### src/rtl/reg_scan_reader_pkg.sv
// reg_scan_reader_pkg: shared register-file widths and scan FSM state encoding
package reg_scan_reader_pkg;
  localparam int REG_ADDR_W = 5;
  localparam int REG_DATA_W = 32;
  typedef enum logic [1:0] {IDLE, READ, SEND, DONE} state_t;
endpackage

### src/rtl/reg_scan_reader_if.sv
// reg_scan_reader_if: register-file read port (ra/rd) plus the valid/ready word stream
//   master: drives ra and the out_* stream, samples rd and out_ready
//   slave:  register file + consumer side
interface reg_scan_reader_if
  import reg_scan_reader_pkg::*;
#(
  parameter int ADDR_W = REG_ADDR_W,
  parameter int DATA_W = REG_DATA_W
) ();
  logic [ADDR_W-1:0] ra;
  logic [DATA_W-1:0] rd;
  logic              out_valid;
  logic              out_ready;
  logic [ADDR_W-1:0] out_addr;
  logic [DATA_W-1:0] out_data;
  logic              out_last;
  modport master (output ra, out_valid, out_addr, out_data, out_last, input rd, out_ready);
  modport slave (input ra, out_valid, out_addr, out_data, out_last, output rd, out_ready);
endinterface

### src/rtl/reg_scan_reader.sv
// reg_scan_reader: walks register-file addresses FIRST..LAST and streams (addr, data) words
//   clk, rstn  : clock, asynchronous active-low reset
//   start      : scan request, honoured only in IDLE
//   abort      : cancel, wins over every transition
//   bus        : read port (ra/rd) and output stream (out_valid/ready/addr/data/last)
//   busy, done : not-IDLE flag, one-cycle pulse once the LAST word is accepted
module reg_scan_reader
  import reg_scan_reader_pkg::*;
#(
  parameter int ADDR_W = REG_ADDR_W,
  parameter int DATA_W = REG_DATA_W,
  parameter int FIRST  = 0,
  parameter int LAST   = 31
) (
  input  logic               clk,
  input  logic               rstn,
  input  logic               start,
  input  logic               abort,
  reg_scan_reader_if.master  bus,
  output logic               busy,
  output logic               done
);
  localparam logic [ADDR_W-1:0] FA = ADDR_W'(FIRST);
  localparam logic [ADDR_W-1:0] LA = ADDR_W'(LAST);
  state_t            state, state_n;
  logic [ADDR_W-1:0] ra_n, addr_n;
  logic [DATA_W-1:0] data_n;
  logic              valid_n, last_n, done_n;
  assign busy = state != IDLE;
  always_comb begin
    state_n = state;
    ra_n    = bus.ra;
    valid_n = bus.out_valid;
    addr_n  = bus.out_addr;
    data_n  = bus.out_data;
    last_n  = bus.out_last;
    done_n  = 1'b0;
    if (abort) begin
      state_n = IDLE;
      ra_n    = FA;
      valid_n = 1'b0;
      last_n  = 1'b0;
    end else begin
      case (state)
        IDLE: if (start) begin
          state_n = READ;
          ra_n    = FA;
        end
        // rd has had a full cycle to settle on ra; capture it into the stream word
        READ: begin
          data_n  = bus.rd;
          addr_n  = bus.ra;
          last_n  = bus.ra == LA;
          valid_n = 1'b1;
          state_n = SEND;
        end
        SEND: if (bus.out_ready) begin
          valid_n = 1'b0;
          if (bus.ra == LA) begin
            last_n  = 1'b0;
            done_n  = 1'b1;
            state_n = DONE;
          end else begin
            ra_n    = bus.ra + 1'b1;
            state_n = READ;
          end
        end
        default: begin
          ra_n    = FA;
          state_n = IDLE;
        end
      endcase
    end
  end
  always_ff @(posedge clk or negedge rstn) begin
    if (!rstn) begin
      state         <= IDLE;
      bus.ra        <= FA;
      bus.out_valid <= 1'b0;
      bus.out_addr  <= '0;
      bus.out_data  <= '0;
      bus.out_last  <= 1'b0;
      done          <= 1'b0;
    end else begin
      state         <= state_n;
      bus.ra        <= ra_n;
      bus.out_valid <= valid_n;
      bus.out_addr  <= addr_n;
      bus.out_data  <= data_n;
      bus.out_last  <= last_n;
      done          <= done_n;
    end
  end
endmodule

### src/flat_wrapper.sv
// flat-port wrapper written by rule: the top's interface ports become plain ports
module reg_scan_reader_flat import reg_scan_reader_pkg::*;
#(
  parameter int ADDR_W = REG_ADDR_W,
  parameter int DATA_W = REG_DATA_W,
  parameter int FIRST  = 0,
  parameter int LAST   = 31
)
  (clk, rstn, start, abort, busy, done, bus_ra, bus_out_valid, bus_out_addr, bus_out_data, bus_out_last, bus_rd, bus_out_ready);
  reg_scan_reader_if #(.ADDR_W(ADDR_W), .DATA_W(DATA_W)) bus_i ();
  input  logic clk;
  input  logic rstn;
  input  logic start;
  input  logic abort;
  output logic busy;
  output logic done;
  output wire logic [$bits(bus_i.ra)-1:0] bus_ra;
  output wire logic [$bits(bus_i.out_valid)-1:0] bus_out_valid;
  output wire logic [$bits(bus_i.out_addr)-1:0] bus_out_addr;
  output wire logic [$bits(bus_i.out_data)-1:0] bus_out_data;
  output wire logic [$bits(bus_i.out_last)-1:0] bus_out_last;
  input wire logic [$bits(bus_i.rd)-1:0] bus_rd;
  input wire logic [$bits(bus_i.out_ready)-1:0] bus_out_ready;
  assign bus_ra = bus_i.ra;
  assign bus_out_valid = bus_i.out_valid;
  assign bus_out_addr = bus_i.out_addr;
  assign bus_out_data = bus_i.out_data;
  assign bus_out_last = bus_i.out_last;
  assign bus_i.rd = bus_rd;
  assign bus_i.out_ready = bus_out_ready;
  reg_scan_reader #(.ADDR_W(ADDR_W), .DATA_W(DATA_W), .FIRST(FIRST), .LAST(LAST)) u_core (.clk(clk), .rstn(rstn), .start(start), .abort(abort), .bus(bus_i), .busy(busy), .done(done));
endmodule
### config.mk
export PLATFORM = sky130hd
export DESIGN_NAME = reg_scan_reader_flat
export DESIGN_NICKNAME = d
export VERILOG_FILES = /design/src/rtl/reg_scan_reader_pkg.sv /design/src/rtl/reg_scan_reader_if.sv /design/src/rtl/reg_scan_reader.sv /design/src/flat_wrapper.sv
export SDC_FILE = /design/constraint.sdc
export NUM_CORES = 1
export LEC_CHECK = 0
export CELL_PAD_IN_SITES_DETAIL_PLACEMENT = 0
export CELL_PAD_IN_SITES_GLOBAL_PLACEMENT = 1
export CORE_MARGIN = 2
export CORE_UTILIZATION = 34
export CTS_CLUSTER_SIZE = 14
export DETAILED_ROUTE_END_ITERATION = 10
export GPL_TIMING_DRIVEN = 0
export PLACE_DENSITY_LB_ADDON = 0.1
export SYNTH_ARGS = -nofsm -noshare
export SYNTH_HDL_FRONTEND = slang
export SYNTH_SLANG_ARGS = --single-unit
### constraint.sdc
create_clock -name clk -period 2.2 [get_ports clk]
set_input_delay 0.44 -clock clk [delete_from_list [all_inputs] [get_ports clk]]
set_output_delay 0.44 -clock clk [all_outputs]
set_load 0.02 [all_outputs]
-- After elaboration in Yosys (flattened, before gate mapping)
Index checks and enable logic that the tools add are counted.
- flip-flop bits (word level): 47
- bits in latches: 0
- RAM bits: 0
- memory bits (read-only): 0
- input port bits: 37
- output and inout port bits: 46
- logic and storage cells: 46
- memories: 0
- add/subtract/negate cells: 1
- $mul: 0
- div/mod/pow operators: 0
- $lt $le $gt $ge: 0
- eq/ne operators: 8
- shift operators: 0
- muxes and demuxes: 21
- bitwise gates (word level): 1
- reductions and logical operators: 8
- operators with widths (cell ; number):
    2-to-1 mux 5 bit ; 4
    case mux 5 bit (3 select lines) ; 1
    2-to-1 mux 1 bit ; 9
    inequality test 3 bit, second input constant ; 3
    2-to-1 mux 2 bit ; 4
    case mux 2 bit (3 select lines) ; 1
    AND reduction 2 bit ; 3
    adder 5 x 1 -> 5 bit, second input constant ; 1
    equality test 5 bit, second input constant ; 1
    case mux 1 bit (2 select lines) ; 2
    AND reduction 4 bit ; 1
    inequality test 3 x 2 -> 1 bit, second input constant ; 1
    AND reduction 3 bit ; 1
    nonzero test 3 bit ; 1
    equality test 2 x 1 -> 1 bit, second input constant ; 1
    equality test 2 bit, second input constant ; 1
    zero test 2 bit ; 1
    inequality test 2 bit, second input constant ; 1
    nonzero test 2 bit ; 1
    inverter 1 bit ; 1

-- Logic depth before layout (Yosys ltp)
Gate-level depths: netlist of run 1.
- depth in word-level cells: 5
- mapped depth: 7
- gate-level depth less buffers: 7

-- Worst setup path after synthesis of run 1
No wires, ideal clock.
- path type: register to register
- from: register u_core.bus.ra[0]
- to: register u_core.bus.ra[1]
- arrival time: 1.850 ns
- required time: 2.121 ns
- setup slack: 0.271 ns
- stages on the path, launching flop included: 8
- buffers on the path: 0
- path through: dfrtp_1 -> ha_1 -> and3_1 -> ha_1 -> nor2b_1 -> nor3b_1 -> o21bai_2 -> mux2i_1
- cells in the longest elaborated chain, start to end: 5
- RTL lines (item ; RTL line ; source):
    from (decl) ; reg_scan_reader_if.sv:17 ; modport master (output ra, out_valid, out_addr, out_data, out_last, input rd, out_ready);
    from (signal assigned) ; reg_scan_reader.sv:86 ; bus.ra <= ra_n;
    adder 5 x 1 -> 5 bit ; reg_scan_reader.sv:64 ; ra_n = bus.ra + 1'b1;
    2-to-1 mux 5 bit ; reg_scan_reader.sv:59 ; if (bus.ra == LA) begin
    2-to-1 mux 5 bit ; reg_scan_reader.sv:57 ; SEND: if (bus.out_ready) begin
    case mux 5 bit (3 select lines) ; reg_scan_reader.sv:44 ; case (state)
    2-to-1 mux 5 bit ; reg_scan_reader.sv:38 ; if (abort) begin
Several ways; a longest one is shown, not always the timed one. The select of a mux whose other input is x is not followed.
A chain may end at the register's enable or synchronous reset.

-- Worst setup path in the final report of run 1
- from: register u_core.state[0]
- to: output busy
- cells in the longest elaborated chain, start to end: 1
- RTL lines (item ; RTL line ; source):
    from (decl) ; reg_scan_reader.sv:25 ; state_t state, state_n;
    from (signal assigned) ; reg_scan_reader.sv:85 ; state <= state_n;
    nonzero test 2 bit ; reg_scan_reader.sv:29 ; assign busy = state != IDLE;
    to (decl) ; flat_wrapper.sv:15 ; output logic busy;
Every way passes these cells.

==> results.md, run 1 <==
* Maximum vdd drop at 403 uV
* CTS tree: yes
* Post-Syn Area at slightly above 2000 um2
* Clock sink count at 47
* Startpoint types: flip-flop
* Post-route ant nets at 0
* CTS clk-pin slew, worst paths at 0.09 ns
* Max_slew headroom at approximately two thirds
* Drt first pass iters at 4
* Fmax at about 480 MHz
* DR WL/cell at roughly 15 um
* Post-layout util at roughly 53%
* Crit-path slowest cell: clkdlybuf4s50_1
* Register area share after synthesis at approximately 57%
* GRT Util Overall at ~14%
* Largest net degree at the start of global routing at 27
* Yosys cell types at 31
* Via density at between 4 and 5
* Final nets at 261
* Worst Skew at about 0.011 ns
* Max cap viols at 0
* Crit-path max FO at 8
* Die width at ~82 um
* Cells after Synth at 131
* Crit end category: output pin
* CP arrival at about 1.7 ns
* Fin. Hold Viols at 0
* Row cnt at 28
* Finished Cell Area at around 3100 um2
* CORE AREA at approximately 6000 um2
* Slew @ Worst Pin at 0.508 ns
* Reg2Reg Capture Point: u_core.bus.ra[3]$_DFFE_PN0P_
* Buffers from clock root to sink, at most at 2
* Starting Density at between 30% and 40%
* Final TNS setup at 0 ns
* Cell with the most instances after synthesis: dfrtp_1
* Die ar. at 6740 um2
* Critical path's top delay family: buffers and inverters
* Minimum hold slack at 0.108 ns
* FILL cells at roughly 500
* CTS Buf Count at 5
* Vias in the first global route at 1,514
* Placed cell area at between 3000 and 4000 um2
* Layout area overhead at 51.7%
* Max stage delay on crit path at roughly 0.54 ns
* Slew Limit Fails at 0
* Overall via count from detail_route at roughly 1,400
* Crit path required time at ~1.8 ns
* RSZ-0062 raised after global routing: no
* Outcome: completed
* Commonest cells post-synth: dfrtp_1, mux2_4, inv_1, mux2_2, a21oi_1
* H-tree Lvls at 2
* ANT cells at 0
* Synth top area cells: dfrtp_1, mux2_4, mux2_2
* Yosys top cell area share at between 50% and 60%
* Post-route DRC at 0
* Mean area per synthesized cell at 15.8 um2
* FF+latch area at between 1000 and 1500 um2
* Dpl cells at between 200 and 300
* Worst Reg-to-Reg Cells at 8
* DRT iter0 DRCs at 14
* Top FF cell, synth: dfrtp_1
* Final setup violation count at 0
* R2R setup slack at around 0.21 ns
* Worst hold path class: in -> async
* YS warnings at 0
* Synth Register Bits at 47
* Power Density at between 900 and 1000 nW/um2
* Ports at 83
* Final wirelength at ~4300 um
* Final Cycle Share at between 90% and 100%
* Routability cong. at roughly 0.74
* Critical path class: reg -> out
* Fraction of registers with async set/reset at 100%
* Synth area leader: dfrtp_1
* Fin cells at between 200 and 300
* Root buf cell: clkbuf_8
* Total gr overflow at 0
* Bufs and invs on worst path at 1
* Die Y at 82.1 um
* Worst-path cell chain: or2_2 -> clkdlybuf4s50_1
* Area of the multi-input gates at between 800 and 900 um2
* EDFF count, synth at 0
* Syn Nets at between 150 and 200
* Critical R2R Launch: u_core.bus.ra[0]$_DFFE_PN0P_
* Share of layout cells above drive strength 1 at 26.9%
* Worst skew pair latency at 0.29 ns
* Fin crit period at roughly 2.1 ns
* # hold bufs at CTS at 0
* Initial antenna violation count at 0
* P_leak at 1.36 nW
* I/O Buffers at 82
* Final HPWL DP at about 3300 um
* First-pass GRT wire length at roughly 7300 um
[repair_timing]
item | CTS | global route
setup endpoints to repair | 0 | 4
gates resized for setup | 0 | 1
setup buffers | 0 | 1
[report_power, final]
part           internal (mW)  switching [mW]  leakage [nW]
registers               1.04           0.102         0.585
clock network          0.454           0.274        0.0654
logic                  0.593           0.416         0.714
[through the flow]
| stage | power [mW] | worst slack (ns) |
|---|---|---|
| 6_report | 2.88 | 0.0992 |
| 5_1_grt | 3.03 | 0.0297 |
| 4_1_cts | 2.92 | 0.0317 |
| 3_5_place_dp | 2.18 | 0.0515 |
| 3_3_place_gp | 2.15 | -0.556 |
| 2_1_floorplan | 1.67 | 0.271 |
[area by class of cell]
cell class	instances	area share, %
Tap cell	75	2.98
Buffer	4	2.15
Multi-Input combinational cell	73	25.6
Timing Repair Buffer	84	26.8
Clock buffer	6	2.31
Sequential cell	47	37.4
Inverter	7	0.835
Clock inverter	2	1.91
[cell usage in the layout, fill, tap and decap left out, drive strengths merged]
cell           instances
clkdlybuf4s50         81
dfrtp                 47
mux2                  37
inv                    7
buf                    7
clkbuf                 6
a21oi                  4
nand2                  4
nand3                  3
mux2i                  3
ha                     2
bufinv                 2
and3                   2
nor3b                  2
nand2b                 2
nor2                   2
nor2b                  2
or2                    1
a211oi                 1
o21bai                 1
o31a                   1
o21ai                  1
nand4                  1
nand3b                 1
o211ai                 1
a2111oi                1
nor3                   1
[per-layer routing]
layer / routed length (um) / track usage [%] / vias up
met3: 330 / 3.70 / 6
met5: 0 / 0 / -
met1: 1810 / 17.2 / 675
met4: 49 / 4.17 / 0
li1: - / - / 634
met2: 2160 / 24.9 / 52
[how the worst max path moves through the flow]
stage	from	to	slack (ns)	cells past startpoint
floorplan	u_core.bus.ra[0]$_DFFE_PN0P_	u_core.bus.ra[1]$_DFFE_PN0P_	0.27	7
global placement	rstn	u_core.done$_DFF_PN0_	-0.56	1
detailed placement	u_core.bus.ra[0]$_DFFE_PN0P_	u_core.bus.ra[1]$_DFFE_PN0P_	0.05	7
CTS	u_core.bus.ra[0]$_DFFE_PN0P_	u_core.bus.ra[1]$_DFFE_PN0P_	0.03	7
global route	u_core.bus.ra[0]$_DFFE_PN0P_	u_core.bus.ra[3]$_DFFE_PN0P_	0.03	8
finish	u_core.state[0]$_DFFE_PN0P_	busy	0.1	2
[cells by family (layout without fill, tap and decap cells)]
kind of cell | Yosys count | in the layout | share of synthesized area (%)
multiplexers | 40 | 40 | 27.0
buffers and inverters | 11 | 103 | 4.52
flip-flops | 47 | 47 | 56.7
adder cells (fa/ha/maj) | 2 | 2 | 1.21
AO/OA/AOI/OAI | 10 | 10 | 3.50
AND/OR/NAND/NOR | 21 | 21 | 7.12
[sequential cells by signal, indices dropped and copies added, names as in the netlist]
register,count
u_core.bus.out_addr,5
u_core.bus.out_data,32
u_core.bus.out_last,1
u_core.bus.out_valid,1
u_core.bus.ra,5
u_core.done,1
u_core.state,2
Note: power is estimated with default switching activity, not from simulation.
==> inputs of run 2 (changes only) <==
--- a/config.mk
+++ b/config.mk
@@ -12,7 +12,8 @@
 export CTS_CLUSTER_SIZE = 14
 export DETAILED_ROUTE_END_ITERATION = 10
 export GPL_TIMING_DRIVEN = 0
-export PLACE_DENSITY_LB_ADDON = 0.1
+export PLACE_DENSITY = 0.82
+export SLEW_MARGIN = 30
 export SYNTH_ARGS = -nofsm -noshare
 export SYNTH_HDL_FRONTEND = slang
 export SYNTH_SLANG_ARGS = --single-unit
==> results.md, run 2 (synthesis results as in run 1) <==
* Largest net degree at the start of global routing at 48 (+78%)
* R2R setup slack at 0.22 ns (about the same)
* Layout area overhead at 49.4%
* Crit end category: output pin
* Worst skew pair latency at 0.29 ns (about the same)
* CP arrival at 1.66 ns (about the same)
* Drt first pass iters at 3 (-1)
* Critical path class: reg -> out
* Power Density at 891 nW/um2 (-2.7%)
* Via density at 4.53 (-1.3%)
* CORE AREA at 5920 um2 (unchanged)
* Dpl cells at 288 (-0.35%)
* Fin cells at 296 (-0.67%)
* Critical R2R Launch: u_core.bus.ra[0]$_DFFE_PN0P_
* Maximum vdd drop at 416 uV (+3.2%)
* DR WL/cell at 15.1 um (+3.6%)
* CTS Buf Count at 5 (unchanged)
* Ports at 83 (unchanged)
* GRT Util Overall at 14.2% (+0.030 points)
* Share of layout cells above drive strength 1 at 26.2% (-0.66 points)
* Finished Cell Area at 3100 um2 (-1.5%)
* Worst Reg-to-Reg Cells at 8 (unchanged)
* I/O Buffers at 82 (unchanged)
* ANT cells at 0 (unchanged)
* H-tree Lvls at 2 (unchanged)
* Starting Density at 35.0% (unchanged)
* Post-route DRC at 0 (unchanged)
* Vias in the first global route at 1,339 (-12%)
* Final wirelength at 4470 um (+2.9%)
* Startpoint types: flip-flop
* Top Registers: u_core.bus.out_data x32, u_core.bus.out_addr x5, u_core.bus.ra x5
* Max_slew headroom at 60.5% (-5.7 points)
* Clock sink count at 47 (unchanged)
* Die Y at 82.1 um (unchanged)
* RSZ-0062 raised after global routing: no
* P_leak at 1.34 nW (-1.7%)
* Max FFs per register at 32 (unchanged)
* Post-route ant nets at 0 (unchanged)
* CTS tree: yes
* Final nets at 260 (-0.38%)
* DRT iter0 DRCs at 59 (+45)
* Final Cycle Share at 95.6% (+0.11 points)
* First-pass GRT wire length at 7090 um (-2.9%)
* Routability cong. at 0.737 (about the same)
* Total gr overflow at 0 (unchanged)
* Crit-path max FO at 8 (unchanged)
* Final setup violation count at 0 (unchanged)
* Reg2Reg Capture Point: u_core.bus.ra[3]$_DFFE_PN0P_
* Max cap viols at 0 (unchanged)
* Die ar. at 6740 um2 (unchanged)
* Fmax at 475 MHz (-0.11%)
* Outcome: completed
* Slew @ Worst Pin at 0.593 ns (+0.0850 ns)
* Crit path required time at 1.76 ns (about the same)
* Commonest non-fill, non-tap cell in the layout: clkdlybuf4s50_1
* Placed cell area at 2990 um2 (-0.58%)
* Final HPWL DP at 3360 um (+0.54%)
* Buffers from clock root to sink, at most at 2 (unchanged)
* Worst hold path class: in -> async
* Fin crit period at 2.10 ns (+0.00241 ns)
* Row cnt at 28 (unchanged)
* Most frequent cells in the layout: clkdlybuf4s50_1, dfrtp_1, mux2_4
* Slew Limit Fails at 0 (unchanged)
* Overall via count from detail_route at 1,340 (-2.0%)
* Top reg by flops: u_core.bus.out_data
* Worst Skew at 0.00771 ns (-0.00326 ns)
* Die width at 82.1 um (unchanged)
* CTS clk-pin slew, worst paths at 0.08 ns (about the same)
* Initial antenna violation count at 0 (unchanged)
* Root buf cell: clkbuf_8
* Fin. Hold Viols at 0 (unchanged)
run 2: repair_timing:
| action | 4_1_cts | 5_1_grt |
|---|---|---|
| hold buffers | 0 | 0 |
| setup endpoints to repair | 0 | 3 |
| buffers inserted | 0 | 1 |
| resized for setup | 0 | 1 |
run 2: per-stage QoR:
| step | power [mW] | setup WS, ns | hold slack (ns) | utilization (%) | TNS [ns] |
|---|---|---|---|---|---|
| 6_report | 2.76 | 0.0968 | 0.156 | 52.3 | 0 |
| 5_1_grt | 2.90 | 0.0381 | 0.197 | 52.3 | 0 |
| 4_1_cts | 2.80 | 0.0881 | 0.173 | 52.2 | 0 |
| 3_5_place_dp | 2.18 | 0.100 | 0.492 | 50.4 | 0 |
| 3_3_place_gp | 2.16 | -0.702 | 0.490 | 50.5 | -32.89 |
| 2_1_floorplan | 1.67 | 0.271 | 0.144 | - | 0 |
run 2: power by group:
part / internal [mW] / leakage [nW] / switching, mW
clock: 0.333 / 0.0513 / 0.271
combinational: 0.590 / 0.705 / 0.427
sequential: 1.04 / 0.585 / 0.0975
total: 1.97 / 1.34 / 0.796
run 2: layer usage:
layer	routed length [um]	GRT usage, %	share of wire (%)
met1	1960	19.1	44
met2	2160	22.8	48
met3	258	3.04	5.8
met4	85	5.17	1.9
met5	0	0	0
run 2: cell type report:
class	count	area [um2]
clock buffer	6	72.6
sequential	47	1180
buffer	4	67.6
fill	496	2820
tap	75	93.8
timing repair buffer	83	826
inverter	7	26.3
multi-input combinational	73	807
clock inverter	1	30.0
run 2: how the worst max path moves through the flow:
stage                     depth (start not counted)                           end                          from  slack (ns)
after global placement                            1   u_core.state[0]$_DFFE_PN0P_                          rstn       -0.70
final                                             2                          busy   u_core.state[0]$_DFFE_PN0P_         0.1
after detailed placement                          5  u_core.bus.ra[3]$_DFFE_PN0P_                         abort        0.10
after global routing                              2                          busy   u_core.state[0]$_DFFE_PN0P_        0.04
after CTS                                         2                          busy   u_core.state[0]$_DFFE_PN0P_        0.09
after floorplan                                   7  u_core.bus.ra[1]$_DFFE_PN0P_  u_core.bus.ra[0]$_DFFE_PN0P_        0.27
run 2: worst max-delay path, cell delays in order, from the launching register on:
cell,delay [ns]
dfrtp_1,0.50
or2_2,0.34
clkdlybuf4s50_1,0.54
